`config.mk`:
```
export PLATFORM = sky130hd
export DESIGN_NAME = mux4_rr_select
export DESIGN_NICKNAME = d
export VERILOG_FILES = /design/src/rtl/mux4_rr_select.sv
export SDC_FILE = /design/constraint.sdc
export NUM_CORES = 1
export LEC_CHECK = 0
export BUFFER_PORTS_ARGS = -buffer_cell sky130_fd_sc_hd__buf_4
export CELL_PAD_IN_SITES_DETAIL_PLACEMENT = 0
export CELL_PAD_IN_SITES_GLOBAL_PLACEMENT = 1
export CORE_ASPECT_RATIO = 0.75
export CORE_MARGIN = 1.5
export CORE_UTILIZATION = 44
export DETAILED_ROUTE_END_ITERATION = 10
export PLACE_DENSITY = 0.94
export SKIP_LAST_GASP = 1
export SYNTH_ARGS = -nofsm -noshare
export SYNTH_HDL_FRONTEND = slang
export SYNTH_SLANG_ARGS = --single-unit
export TNS_END_PERCENT = 1
```
`constraint.sdc`:
```
create_clock -name clk -period 3.71 [get_ports clk]
set_clock_uncertainty 0.1 [all_clocks]
set_input_delay 0.742 -clock clk [delete_from_list [all_inputs] [get_ports clk]]
set_output_delay 0.742 -clock clk [all_outputs]
set_load 0.005 [all_outputs]
```
`src/rtl/mux4_rr_select.sv`:
```
// Round-robin arbiter producing the 2-bit select, one-hot grant, valid and
// hold-limit timeout for a downstream 4:1 mux. All outputs are registered.
module mux4_rr_select #(
    parameter int HOLD_MAX = 15,
    parameter int CNT_W    = 4
) (
    input  logic       clk,
    input  logic       rst_n,
    input  logic       en,
    input  logic [3:0] req,
    input  logic       rel,
    output logic [1:0] sel,
    output logic [3:0] gnt,
    output logic       valid,
    output logic       timeout
);

    typedef enum logic {
        IDLE  = 1'b0,
        GRANT = 1'b1
    } state_t;

    state_t           state_reg;
    logic [1:0]       ptr_reg;
    logic [CNT_W-1:0] hold_reg;
    logic [1:0]       sel_reg;
    logic [3:0]       gnt_reg;
    logic             valid_reg;
    logic             timeout_reg;

    // Requests rotated so that bit 0 is the channel the pointer favours.
    logic [3:0] rot_req;
    logic [1:0] pick_off;
    logic [1:0] pick_next;
    logic       at_limit;
    logic       owner_req;

    for (genvar gi = 0; gi < 4; gi++) begin : g_rot
        assign rot_req[gi] = req[ptr_reg + 2'(gi)];
    end

    always_comb begin
        pick_off = 2'd0;
        for (int i = 3; i >= 0; i--) begin
            if (rot_req[i]) begin
                pick_off = 2'(i);
            end
        end
    end

    assign pick_next = ptr_reg + pick_off;
    assign at_limit  = (hold_reg == CNT_W'(HOLD_MAX));
    assign owner_req = req[sel_reg];

    always_ff @(posedge clk or negedge rst_n) begin
        if (!rst_n) begin
            state_reg   <= IDLE;
            ptr_reg     <= 2'd0;
            hold_reg    <= '0;
            sel_reg     <= 2'd0;
            gnt_reg     <= 4'b0000;
            valid_reg   <= 1'b0;
            timeout_reg <= 1'b0;
        end else begin
            case (state_reg)
                IDLE: begin
                    timeout_reg <= 1'b0;
                    if (en && (req != 4'b0000)) begin
                        state_reg <= GRANT;
                        sel_reg   <= pick_next;
                        gnt_reg   <= 4'b0001 << pick_next;
                        valid_reg <= 1'b1;
                        hold_reg  <= CNT_W'(1);
                        ptr_reg   <= pick_next + 2'd1;
                    end else begin
                        gnt_reg   <= 4'b0000;
                        valid_reg <= 1'b0;
                    end
                end
                GRANT: begin
                    if (rel || !owner_req || at_limit) begin
                        state_reg   <= IDLE;
                        gnt_reg     <= 4'b0000;
                        valid_reg   <= 1'b0;
                        hold_reg    <= '0;
                        // Only a pure hold-limit exit reaches here with rel=0 and req held.
                        timeout_reg <= !rel && owner_req;
                    end else begin
                        timeout_reg <= 1'b0;
                        if (!at_limit) begin
                            hold_reg <= hold_reg + CNT_W'(1);
                        end
                    end
                end
                default: begin
                    state_reg   <= IDLE;
                    gnt_reg     <= 4'b0000;
                    valid_reg   <= 1'b0;
                    timeout_reg <= 1'b0;
                end
            endcase
        end
    end

    assign sel     = sel_reg;
    assign gnt     = gnt_reg;
    assign valid   = valid_reg;
    assign timeout = timeout_reg;

endmodule
```
* Yosys cells after proc, flatten, opt, wreduce, memory -nomap -nowiden
Cells that the tools add are included.
** Storage, ports and cells
- Bits in registers :: 15
- Memories kept :: 0
- Logic and storage cells :: 61
- Latch bits :: 0
- RAM bits :: 0
- Output and inout port bits :: 8
- Input bits :: 8
- ROM bits :: 0
** Operators by class
- Shift operators :: 1
- Order comparisons :: 5
- Multiplexer cells :: 28
- Bitwise operators :: 1
- Reduce and logical (&&, ||, !) cells :: 9
- Add/subtract/negate cells :: 6
- Divide/modulo/power cells :: 0
- Equality and inequality tests :: 4
- Multiply operators :: 0
** Operators with widths (count)
- $mux W4 :: 5
- $pmux W4 S2 :: 2
- $lt A2 B3 Y1 const B :: 5
- $bmux W1 S2 :: 5
- $mux W1 :: 9
- $mux W2 :: 4
- $pmux W1 S2 :: 3
- $add A2 B1 Y2 const B :: 2
- $add A2 B2 Y2 const B :: 2
- $add A4 B1 Y4 const B :: 1
- $eq A4 B4 Y1 const B :: 1
- $reduce_and A2 Y1 :: 2
- $reduce_bool A4 Y1 :: 1
- $shl A1 B2 Y4 const A :: 1
- $ne A3 B2 Y1 const B :: 1
- $add A2 B2 Y2 :: 1
- $logic_and A1 B1 Y1 :: 2
- $logic_not A1 Y1 :: 2
- $logic_or A1 B1 Y1 :: 2
- $ne A2 B1 Y1 const B :: 1
- $ne A2 B2 Y1 const B :: 1
- $not A1 Y1 :: 1

* Depth between registers and ports, before layout
Gate-level depths: netlist (run 1).
- Depth in word-level cells :: 11
- Gate-level depth with buffers :: 13
- Gate-level depth less buffers :: 11

* Least setup slack after synthesis (run 1)
No wires, ideal clock.
- Path type :: input port to flip-flop
- Start point :: input req[2]
- End point :: register ptr_reg[1]
- Buffers on the path :: 2
- Library setup time :: 0.132 ns
- Arrival :: 2.717 ns
- Stages on the path :: 12
- Required time :: 3.478 ns
- Path slack :: 0.761 ns
- Cell sequence :: clkbuf_1 > nand2_1 > a21oi_1 > nor2_1 > a211oi_1 > a21oi_1 > ha_1 > clkbuf_1 > nor4_1 > or4b_1 > nand4_1 > o211ai_2
** On the way
- Word-level cells in the longest chain between the ends :: 8
- Elaborated cells between the ends (all ways) :: 17
- Classes of those cells :: 2 x add/sub; 12 x mux; 3 x reduce/logical
** Ends and longest elaborated chain
- start, declared :: RTL line 10 : input logic [3:0] req,
- $bmux W1 S2 :: RTL line 39 : assign rot_req[gi] = req[ptr_reg + 2'(gi)];
- $mux W1 (not written as such) :: RTL line 39
- $mux W2 (4 in series) :: RTL line 45 : if (rot_req[i]) begin
- $add A2 B2 Y2 :: RTL line 51 : assign pick_next = ptr_reg + pick_off;
- $add A2 B1 Y2 :: RTL line 74 : ptr_reg <= pick_next + 2'd1;
- end signal, assigned :: RTL line 74
- end, declared :: RTL line 24 : logic [1:0] ptr_reg;
Parallel ways exist; a longest one is shown, timed or not. The select of a mux whose other input is x is not followed.
A chain may end at the register's enable or synchronous reset.

* Final worst setup path (run 1)
- Start point :: input req[3]
- End point :: register ptr_reg[1]
** On the way
- Word-level cells in the longest chain between the ends :: 8
- Elaborated cells between the ends (all ways) :: 17
- Classes of those cells :: 2 x add/sub; 12 x mux; 3 x reduce/logical
** Ends and longest elaborated chain
- $bmux W1 S2 :: RTL line 39
- $mux W1 (not written as such) :: RTL line 39
- $mux W2 (3 in series) :: RTL line 45
- $mux W2 * :: RTL line 45
- $add A2 B2 Y2 * :: RTL line 51
- via pick_next[0] :: RTL line 34 : logic [1:0] pick_next;
- $add A2 B1 Y2 * :: RTL line 74
The timed path passes the listed nets; every way through them passes the cells marked *. The select of a mux whose other input is x is not followed.

==> impl_results.md, run 1 <==
* Status: completed
* Drt initial violations at 24
* First-pass GRT wire length at 3520 um
* Critical path capture point type: flop
* Cell Area, Placed at 1090 sq um
* Core area at 2050 sq um
* RSZ-0062 raised after global routing: no
* Synth Area in Adders at 2.57%
* Met2 Use GR at 25.7%
* Multi-input logic area at 552 sq um
* Clk slew on worst S/H paths at ~0.10 ns
* Layout area overhead at 15.1%
* CP peak stage delay at approximately 0.46 ns
* Initial antenna violation count at 0
* Worst-path cell chain: buf_4, nor2b_1, a21oi_1, nor2_1, a211oi_1, a21oi_1, ha_1, nor4_1, or4b_1, nand4_1, o211ai_2
* H-tree levels at 1
* Port Buf Inserts at 15
* Standard-cell rows at 14
* CTS Sinks at 15
* Startpoint Class: primary input
* Post-synth top area share at 38.5%
* Fin Setup TNS at 0 ns
* Post-synth top area cell: dfrtp_1
* Post-synthesis cell count at 109
* Die Y at 43.8 um
* Post-Synth Simple-Gate Area at 25.7%
* Maxcap violations at 0
* Vias in the first global route at 732
* Die Wd at 57.3 um
* Cell Int Power at approximately 440 uW
* ANT cells at 0
* Leakage at 0.494 nW
* Switching share of power at between 40% and 50%
* Cell variety after synth at 46
* Gate power share at 48.7%
* Worst setup path start: req[3]
* Compound-Gate Fraction of Synth Area at 22.7%
* Fin crit period at 2.85 ns
* Post-CTS Setup Inserts at 0
* CTS Hold Bufs at 0
* Post-Synthesis Cell Area at 975 sq um
* Remaining antenna violation count at 0
* VDD IR max at between 0.0003 and 0.0004 V
* Setup slack, reg-to-reg at 0.89 ns
* Share of cells above drive strength 1 at 21.3%
* Worst relative slew slack at 51.4%
* Number of synthesized flops with an enable pin at 0
* Final global-route overflow total at 0
* Fin util at 54.8%
* CP required at 3.78 ns
* DR pass1 iterations at 4
* Multiplexer share of the synthesized area at 3.85%
* Met1 Use GR at around 28%
* # IOs at 16
* CTS tree: done
* Synth async-reset ratio at 100%
* Register bit total from synthesis at 15
* Hold Slack at 0.178 ns
* WP data arrival at between 2 and 3 ns
* Initial core utilization at 47.6%
* CP Max Fanout at 11
* Cell Pwr Density at 676 nW/um^2
* Clk Latency, worst-skew pair at 0.29 ns
* Area contributors post-synth: dfrtp_1 39%, nand2_1 6.2%, o21ai_0 4.6%, mux4_1 2.7%, ha_1 2.6%
* Met3 Use GR at 6.27%
* Most frequent cell after synthesis: nand2_1
* CTS Buf Count at 3
* XOR/XNOR Fraction of Synth Area at under 10%
* Critical path class: in2reg
* Most used routing layer: met1
* Pre-CTS WS at 0.577 ns
* Fill cell count at 185
* Seq/Total Area, Yosys at 38.5%
* Synth Flop Type: dfrtp_1
* Final Max Slew Viols at 0
* Sw Pwr at 320 uW
* Routed via count at 857
* Register area at 375 sq um
* Clock power frac at a little over an eighth
* Final Hold Viols at 0
* Nets at roughly 130
* GPL Wtd Cong at 0.896
* Most frequent CP cell: a21oi_1
* Min-delay worst type: in2async
* Slowest-stage cell, CP: or4b_1
* Post-DR wirelength/cell at 14.2 um
* Final setup fails at 0
* Clock root buffer: clkbuf_4
* WL final at 2070 um
* CTS Buffer Depth at 2
* Detailed-placement wirelength estimate at 1510 um
* Synth Area per Inst at 8.94 sq um
* Die area at 2510 sq um
* FMAX at 351 MHz
* Worst Setup Slack, final at 0.858 ns
* Vias per inst at 5.87
* Syn. warnings at 0
* Largest net degree at the start of global routing at 16
* Post-CTS sizing at 0
* Largest family of logic cells by synthesized area: simple AND/OR/NAND/NOR gates
* Syn_nets at about 120
* Tcrit/Tclk final at 76.9%
* Synth cell count leaders: 16 x nand2_1, 15 x dfrtp_1, 9 x o21ai_0
* Worst r2r src: ptr_reg[1]
* Worst Tran Pin Value at ~0.73 ns
* Post-route design area at 1120 sq um
* Number of remaining DRC errors at 0
* Reg power frac at 38.1%
* Gr usage total at 18.3%
## placed cells by master, fill, tap and decap left out, types with 2 or more instances in the layout
cell      instances
ha_1              2
nor3_1            2
xnor2_1           2
nor3b_1           3
o31ai_1           2
nand2_1          16
o311ai_0          2
dfrtp_1          15
inv_1             6
a21oi_1           4
nand3_1           2
nor2_1            6
nor4_1            2
o21ai_0           9
buf_4            15
clkbuf_4          3
or3_1             2
## critical path: cells and delay by family
kind / cells / cell delay [ns]
simple gates: 5 / 1.13
compound gates: 4 / 0.50
fa+ha+maj: 1 / 0.42
buf+inv: 1 / 0.14
## worst paths after layout
kind | to | cells after the start
max | ptr_reg[1] | 11
min | hold_reg[1] | 1
max reg2reg | ptr_reg[1] | 10
min reg2reg | gnt[0] | 2
max in group asynchronous | state_reg | 1
min in group clk | gnt[0] | 2
## cell families after synthesis
logic type | count (synthesis)
AOI/OAI and AO/OA | 30
adders and majority gates | 2
muxes | 2
xor gates and xnor gates | 2
buffers and inverters | 12
and+or+nand+nor | 46
DFF | 15
## routing by layer
metal	share of wire (%)	routed length, um
met1	52	1070
met2	44	901
met3	4.2	88
met4	0.43	9
met5	0	0
## metrics by stage
step | total power, mW | cells
finish | 0.758 | 146
global route | 0.823 | 146
CTS | 0.760 | 146
detailed placement | 0.660 | 142
global placement | 0.646 | 142
floorplan | 0.539 | 109
## power groups by stage
| stage | Combinational (mW) | Sequential (mW) | Clock [mW] |
|---|---|---|---|
| finish | 0.369 | 0.289 | 0.0999 |
| global route | 0.416 | 0.298 | 0.109 |
| CTS | 0.371 | 0.287 | 0.101 |
| detailed placement | 0.370 | 0.291 | 0 |
| global placement | 0.359 | 0.286 | 0 |
| floorplan | 0.276 | 0.263 | 0 |
## final cells by class
cell class                 instances  share of cell area (%)
tap                               24                    2.68
clock inverter                     1                   0.669
multi-input combinational         82                    49.2
clock buffer                       3                    2.01
sequential                        15                    33.4
inverter                           6                    2.01
timing repair buffer              15                    10.0
(Power assumes the default switching activity.)
==> run 2: changes to the inputs <==
- CORE_UTILIZATION: 44 -> 37
- PLACE_DENSITY: 0.94 -> 0.85
- clock period: 3.71 -> 2.5 ns (I/O delays scaled with it)
==> impl_results.md, run 2 (same netlist as run 1, synthesis figures left out) <==
* Most frequent cells in the layout: 25 x buf_4, 16 x nand2_1, 14 x dfrtp_1, 9 x o21ai_0
* DR top layer: met4
* Port Buf Inserts at 15 (unchanged)
* H-tree levels at 1 (unchanged)
* CTS Sinks at 15 (unchanged)
* Routed wl met3 at 95 um (+8.0%)
* Min-delay worst type: reg2reg
* Sw Pwr at 527 uW (+65%)
* Initial antenna violation count at 0 (unchanged)
* Standard-cell rows at 15 (+1)
* Fin crit period at 2.39 ns
* Leakage at 0.549 nW (+11%)
* Vias in the first global route at 832 (+14%)
* FMAX at between 400 and 500 MHz
* Status: completed
* Critical path capture point type: flop
* Worst Setup EP: ptr_reg[1]
* Fill cell count at 245 (+32%)
* First-pass GRT wire length at 3970 um (+13%)
* Final global-route overflow total at 0 (unchanged)
* Routed via count at 904 (+5.5%)
* Hold Slack at 0.395 ns (+0.217 ns)
* Final setup fails at 0 (unchanged)
* Gate power share at 55.9% (+7.2 points)
* Worst Tran Pin Value at 0.707 ns (-0.0187 ns)
* Clock root buffer: clkbuf_4
* Metal-1 WL at 1130 um (+5.5%)
* Remaining antenna violation count at 0 (unchanged)
* Vias per inst at 5.41 (-7.8%)
* CTS Buf Count at 3 (unchanged)
* Final Power at 1.28 mW (+69%)
* Final Max Slew Viols at 0 (unchanged)
* Post-route design area at 1250 sq um (+12%)
* Initial core utilization at 40.6% (-7.0 points)
* Met2 routed WL at 1120 um (+24%)
* Die area at 2950 sq um (+18%)
* Maxcap violations at 0 (unchanged)
* CP Max Fanout at 2 (-9)
* VDD IR max at 0.000535 V (+37%)
* Switching share of power at 41.2% (-1.0 points)
* CTS tree: done
* WL final at 2390 um (+15%)
* Cell Pwr Density at 1020 nW/um^2 (+51%)
* Clk Latency, worst-skew pair at 0.29 ns (about the same)
* Startpoint Class: primary input
* Gr usage total at 17.9% (-0.44 points)
* Cell Int Power at 752 uW (+72%)
* Core area at 2400 sq um (+17%)
* Final Hold Viols at 0 (unchanged)
* Worst relative slew slack at 52.6% (+1.3 points)
* Cell Area, Placed at 1190 sq um (+8.9%)
* Worst setup path start: req[3]
* FF-to-FF path depth at 10 (unchanged)
* Reg power frac at 32.6% (-5.5 points)
* Crit Reg-Reg Endpoint: ptr_reg[1]
* Detailed-placement wirelength estimate at 1670 um (+11%)
* Number of remaining DRC errors at 0 (unchanged)
* CTS Buffer Depth at 2 (unchanged)
* Share of cells above drive strength 1 at 31.6% (+10 points)
* Fin util at 52.1% (-2.6 points)
* Clock power frac at 11.5% (-1.7 points)
* Critical path class: in2reg
* DR pass1 iterations at 4 (unchanged)
* Worst r2r src: ptr_reg[1]
* Setup slack, reg-to-reg at 0.13 ns (-0.76 ns)
* ANT cells at 0 (unchanged)
* Largest net degree at the start of global routing at 16 (unchanged)
* Hold_sp: gnt[0]
* Nets at 144 (+8.3%)
* Tcrit/Tclk final at 95.7%
* Layout area overhead at 28.5%
* # IOs at 16 (unchanged)
* GPL Wtd Cong at 0.828 (-7.6%)
* Clk slew on worst S/H paths at 0.10 ns (about the same)
* Post-DR wirelength/cell at 14.3 um (+0.85%)
* Drt initial violations at 27 (+13%)
* Die Wd at 62.3 um (+8.6%)
* WP data arrival at 2.46 ns (-0.46 ns)
* Final Instance Count excl. Fillers at 167 (+14%)
* CP required at 2.57 ns (-1.21 ns)
* Commonest non-fill, non-tap cell in the layout: buf_4
* Placed Instances at 161 (+13%)
* Die Y at 47.5 um (+8.4%)
run 2: worst max-delay path, cell delays in order:
cell	delay (ns)
buf_4	0.12
nor2b_2	0.17
a21oi_1	0.13
nor2_1	0.09
a211oi_2	0.20
a21oi_1	0.07
ha_2	0.22
nor4_4	0.27
or4b_1	0.46
nand4_1	0.13
o211ai_2	0.10
run 2: power by group through the flow:
stage               logic, mW  registers [mW]  clock network (mW)
global placement        0.671           0.415                   0
CTS                     0.694           0.424               0.153
detailed placement      0.686           0.420                   0
floorplan               0.463           0.390                   0
global route            0.793           0.430               0.170
finish                  0.714           0.417               0.148
run 2: how the worst min path moves through the flow:
| stage | end | slack [ns] | cells past startpoint |
|---|---|---|---|
| floorplan | gnt[0] | 0.10 | 0 |
| global placement | valid | 0.26 | 1 |
| detailed placement | valid | 0.27 | 1 |
| CTS | gnt[0] | 0.39 | 2 |
| global route | gnt[3] | 0.43 | 1 |
| finish | gnt[0] | 0.40 | 2 |
run 2: routing by layer:
layer / vias to the layer above / GRT usage (%)
met1: 426 / 22.7
met4: 0 / 6.22
met3: 4 / 4.24
met5: - / 0
met2: 22 / 31.5
li1: 452 / -
run 2: cell type report:
type / count / area, sq um / area share [%]
inverters: 6 / 22.5 / 1.80
clock inverters: 1 / 7.51 / 0.599
clock buffers: 3 / 22.5 / 1.80
multi-input cells: 82 / 583 / 46.6
repair buffers: 26 / 198 / 15.8
well taps: 34 / 42.5 / 3.40
flip-flops and latches: 15 / 377 / 30.1
run 2: through the flow:
step                setup TNS, ns  setup WS (ns)
floorplan                       0         0.0132
global placement          -0.0148        -0.0148
detailed placement         -0.224         -0.221
CTS                             0         0.0312
global route            -0.000204      -0.000204
finish                          0          0.109
run 2: repair_timing:
item / in CTS / in global routing
pin swaps: 0 / 2
hold buffers: 1 / 0
setup buffers: 0 / 1
endpoints found under the hold margin: 15 / 0
setup endpoints to repair: 1 / 1
resized for setup: 3 / 1
cloned: 0 / 0
==> run 3: changes to the inputs <==
- CORE_UTILIZATION: 37 -> 39
- CTS_BUF_LIST: not set -> sky130_fd_sc_hd__clkbuf_4
- PLACE_DENSITY: 0.85 -> 0.89
==> impl_results.md, run 3 (same netlist as run 1, synthesis figures left out) <==
* Tcrit/Tclk final at 93.9% (-1.7 points)
* Fill cell count at 230 (-6.1%)
* CTS Sinks at 15 (unchanged)
* Commonest non-fill, non-tap cell in the layout: buf_4
* Most frequent CP cell: a21oi_1
* Clock root buffer: clkbuf_4
* Layout area overhead at 28.4% (about the same)
* Worst-path cell chain: nand2_1, a21oi_1, nor2_1, a211oi_1, a21oi_1, ha_2, nor4_4, or4b_1, nand4_1, o211ai_2
* Leakage at 0.547 nW (-0.30%)
* Die Wd at 60.7 um (-2.5%)
* Initial core utilization at 41.9% (+1.3 points)
* Port Buf Inserts at 15 (unchanged)
* CP required at 2.56 ns (about the same)
* Status: completed
* Largest net degree at the start of global routing at 16 (unchanged)
* Initial antenna violation count at 0 (unchanged)
* GPL Wtd Cong at 0.833 (+0.69%)
* Reg power frac at 32.9% (+0.3 points)
* WL final at 2220 um (-7.0%)
* Nets at 144 (unchanged)
* Post-CTS Setup Inserts at 0 (unchanged)
* Gate power share at 55.9% (about the same)
* ANT cells at 0 (unchanged)
* Vias per inst at 5.37 (-0.77%)
* H-tree levels at 1 (unchanged)
* # IOs at 16 (unchanged)
* Remaining antenna violation count at 0 (unchanged)
* Most used routing layer: met2
* VDD IR max at 0.000723 V (+35%)
* Vias in the first global route at 874 (+5.0%)
* Met3 Use GR at 6.18% (+1.9 points)
* Multi-input logic area at 582 sq um (-0.21%)
* Fin Setup TNS at 0 ns (unchanged)
* Worst relative slew slack at 51.7% (-0.89 points)
* Post-DR wirelength/cell at 13.3 um (-7.0%)
* Routed via count at 897 (-0.77%)
* Clock power frac at 11.3% (-0.2 points)
* Final Max Slew Viols at 0 (unchanged)
* DR pass1 iterations at 4 (unchanged)
* Die area at 2810 sq um (-4.8%)
* Core area at 2330 sq um (-3.1%)
* Met1 Use GR at 27.0% (+4.3 points)
* WP data arrival at 2.41 ns (-0.05 ns)
* CP peak stage delay at 0.45 ns (about the same)
* Most frequent cells in the layout: 25 x buf_4, 16 x nand2_1, 14 x dfrtp_1, 8 x o21ai_0
* Final setup fails at 0 (unchanged)
* Final Hold Viols at 0 (unchanged)
* Clk Latency, worst-skew pair at 0.29 ns (about the same)
* Fin crit period at 2.35 ns (-0.0426 ns)
* RSZ-0062 raised after global routing: no
* Number of remaining DRC errors at 0 (unchanged)
* Worst Tran Pin Value at 0.721 ns (+0.0133 ns)
* Final global-route overflow total at 0 (unchanged)
* Critical path capture point type: flop
* CTS Buffer Depth at 2 (unchanged)
* Share of cells above drive strength 1 at 30.8% (-0.75 points)
* Maxcap violations at 0 (unchanged)
* Gr usage total at 19.2% (+1.3 points)
* CTS tree: done
* CP Max Fanout at 5 (+3)
* Drt initial violations at 15 (-44%)
* Slowest-stage cell, CP: or4b_1
* Min-delay worst type: reg2reg
* Sw Pwr at 519 uW (-1.5%)
* Startpoint Class: flop
* Hold Slack at 0.398 ns (+0.00266 ns)
* First-pass GRT wire length at 3970 um (-0.18%)
* Cell Int Power at 754 uW (+0.24%)
* FMAX at 426 MHz (+1.8%)
* CTS Buf Count at 3 (unchanged)
* Setup slack, reg-to-reg at 0.15 ns (+0.02 ns)
* Met2 Use GR at 29.2% (-2.3 points)
* Register area at 377 sq um (unchanged)
* Detailed-placement wirelength estimate at 1690 um (+1.1%)
* Die Y at 46.3 um (-2.4%)
* Clk slew on worst S/H paths at 0.10 ns (about the same)
* Standard-cell rows at 15 (unchanged)
* Critical path class: reg2reg
* Switching share of power at 40.8% (-0.44 points)
* Cell Pwr Density at 1020 nW/um^2 (-0.40%)
run 3: cell counts in the layout (fill, tap and decap cells not counted):
Identical to the previous run, type by type.
run 3: path summary, 6_finish.rpt:
kind	from	to	cells after the start
min in group asynchronous	rst_n	hold_reg[0]	2
min	valid	valid	2
min reg2reg	valid	valid	2
max in group asynchronous	rst_n	ptr_reg[1]	2
max	ptr_reg[1]	ptr_reg[1]	10
max reg2reg	ptr_reg[1]	ptr_reg[1]	10
run 3: layout make-up:
type	count	area share (%)
sequential	15	30.1
clock buffer	3	1.80
timing repair buffer	26	15.8
tap	34	3.40
multi-input combinational	82	46.5
clock inverter	1	0.600
inverter	6	1.80
run 3: worst max-delay path, delay by kind of cell, from the launching register on:
kind                       cells  cell delay (ns)
adders and majority gates      1             0.30
and+or+nand+nor                5             0.92
DFF                            1             0.41
AOI/OAI and AO/OA              4             0.50
run 3: power by group through the flow:
stage / clock network, mW / registers, mW / logic [mW]
2_1_floorplan: 0 / 0.390 / 0.463
3_3_place_gp: 0 / 0.415 / 0.678
3_5_place_dp: 0 / 0.418 / 0.695
4_1_cts: 0.154 / 0.414 / 0.702
5_1_grt: 0.165 / 0.431 / 0.795
6_report: 0.144 / 0.418 / 0.711
run 3: per-layer routing:
layer  vias to the layer above  routed length, um
met4                         0                  0
met5                         -                  0
li1                        448                  -
met3                         0                 80
met1                       432               1110
met2                        17               1030
run 3: what timing repair did:
item / CTS / global route
gates resized for setup: 0 / 5
hold endpoints to repair: 15 / 0
endpoints found under the setup margin: 0 / 1
hold buffers: 1 / 0
run 3: metrics by stage:
stage,power (mW),instance area (sq um),worst slack [ns],cells,utilization [%]
floorplan,0.853,1010,0.0132,109,-
detailed placement,1.11,1200,-0.137,162,51.5
finish,1.27,1250,0.151,167,53.8
global placement,1.09,1200,-0.0110,162,51.5
CTS,1.27,1240,0.0825,167,53.2
global route,1.39,1250,0.0170,167,53.8
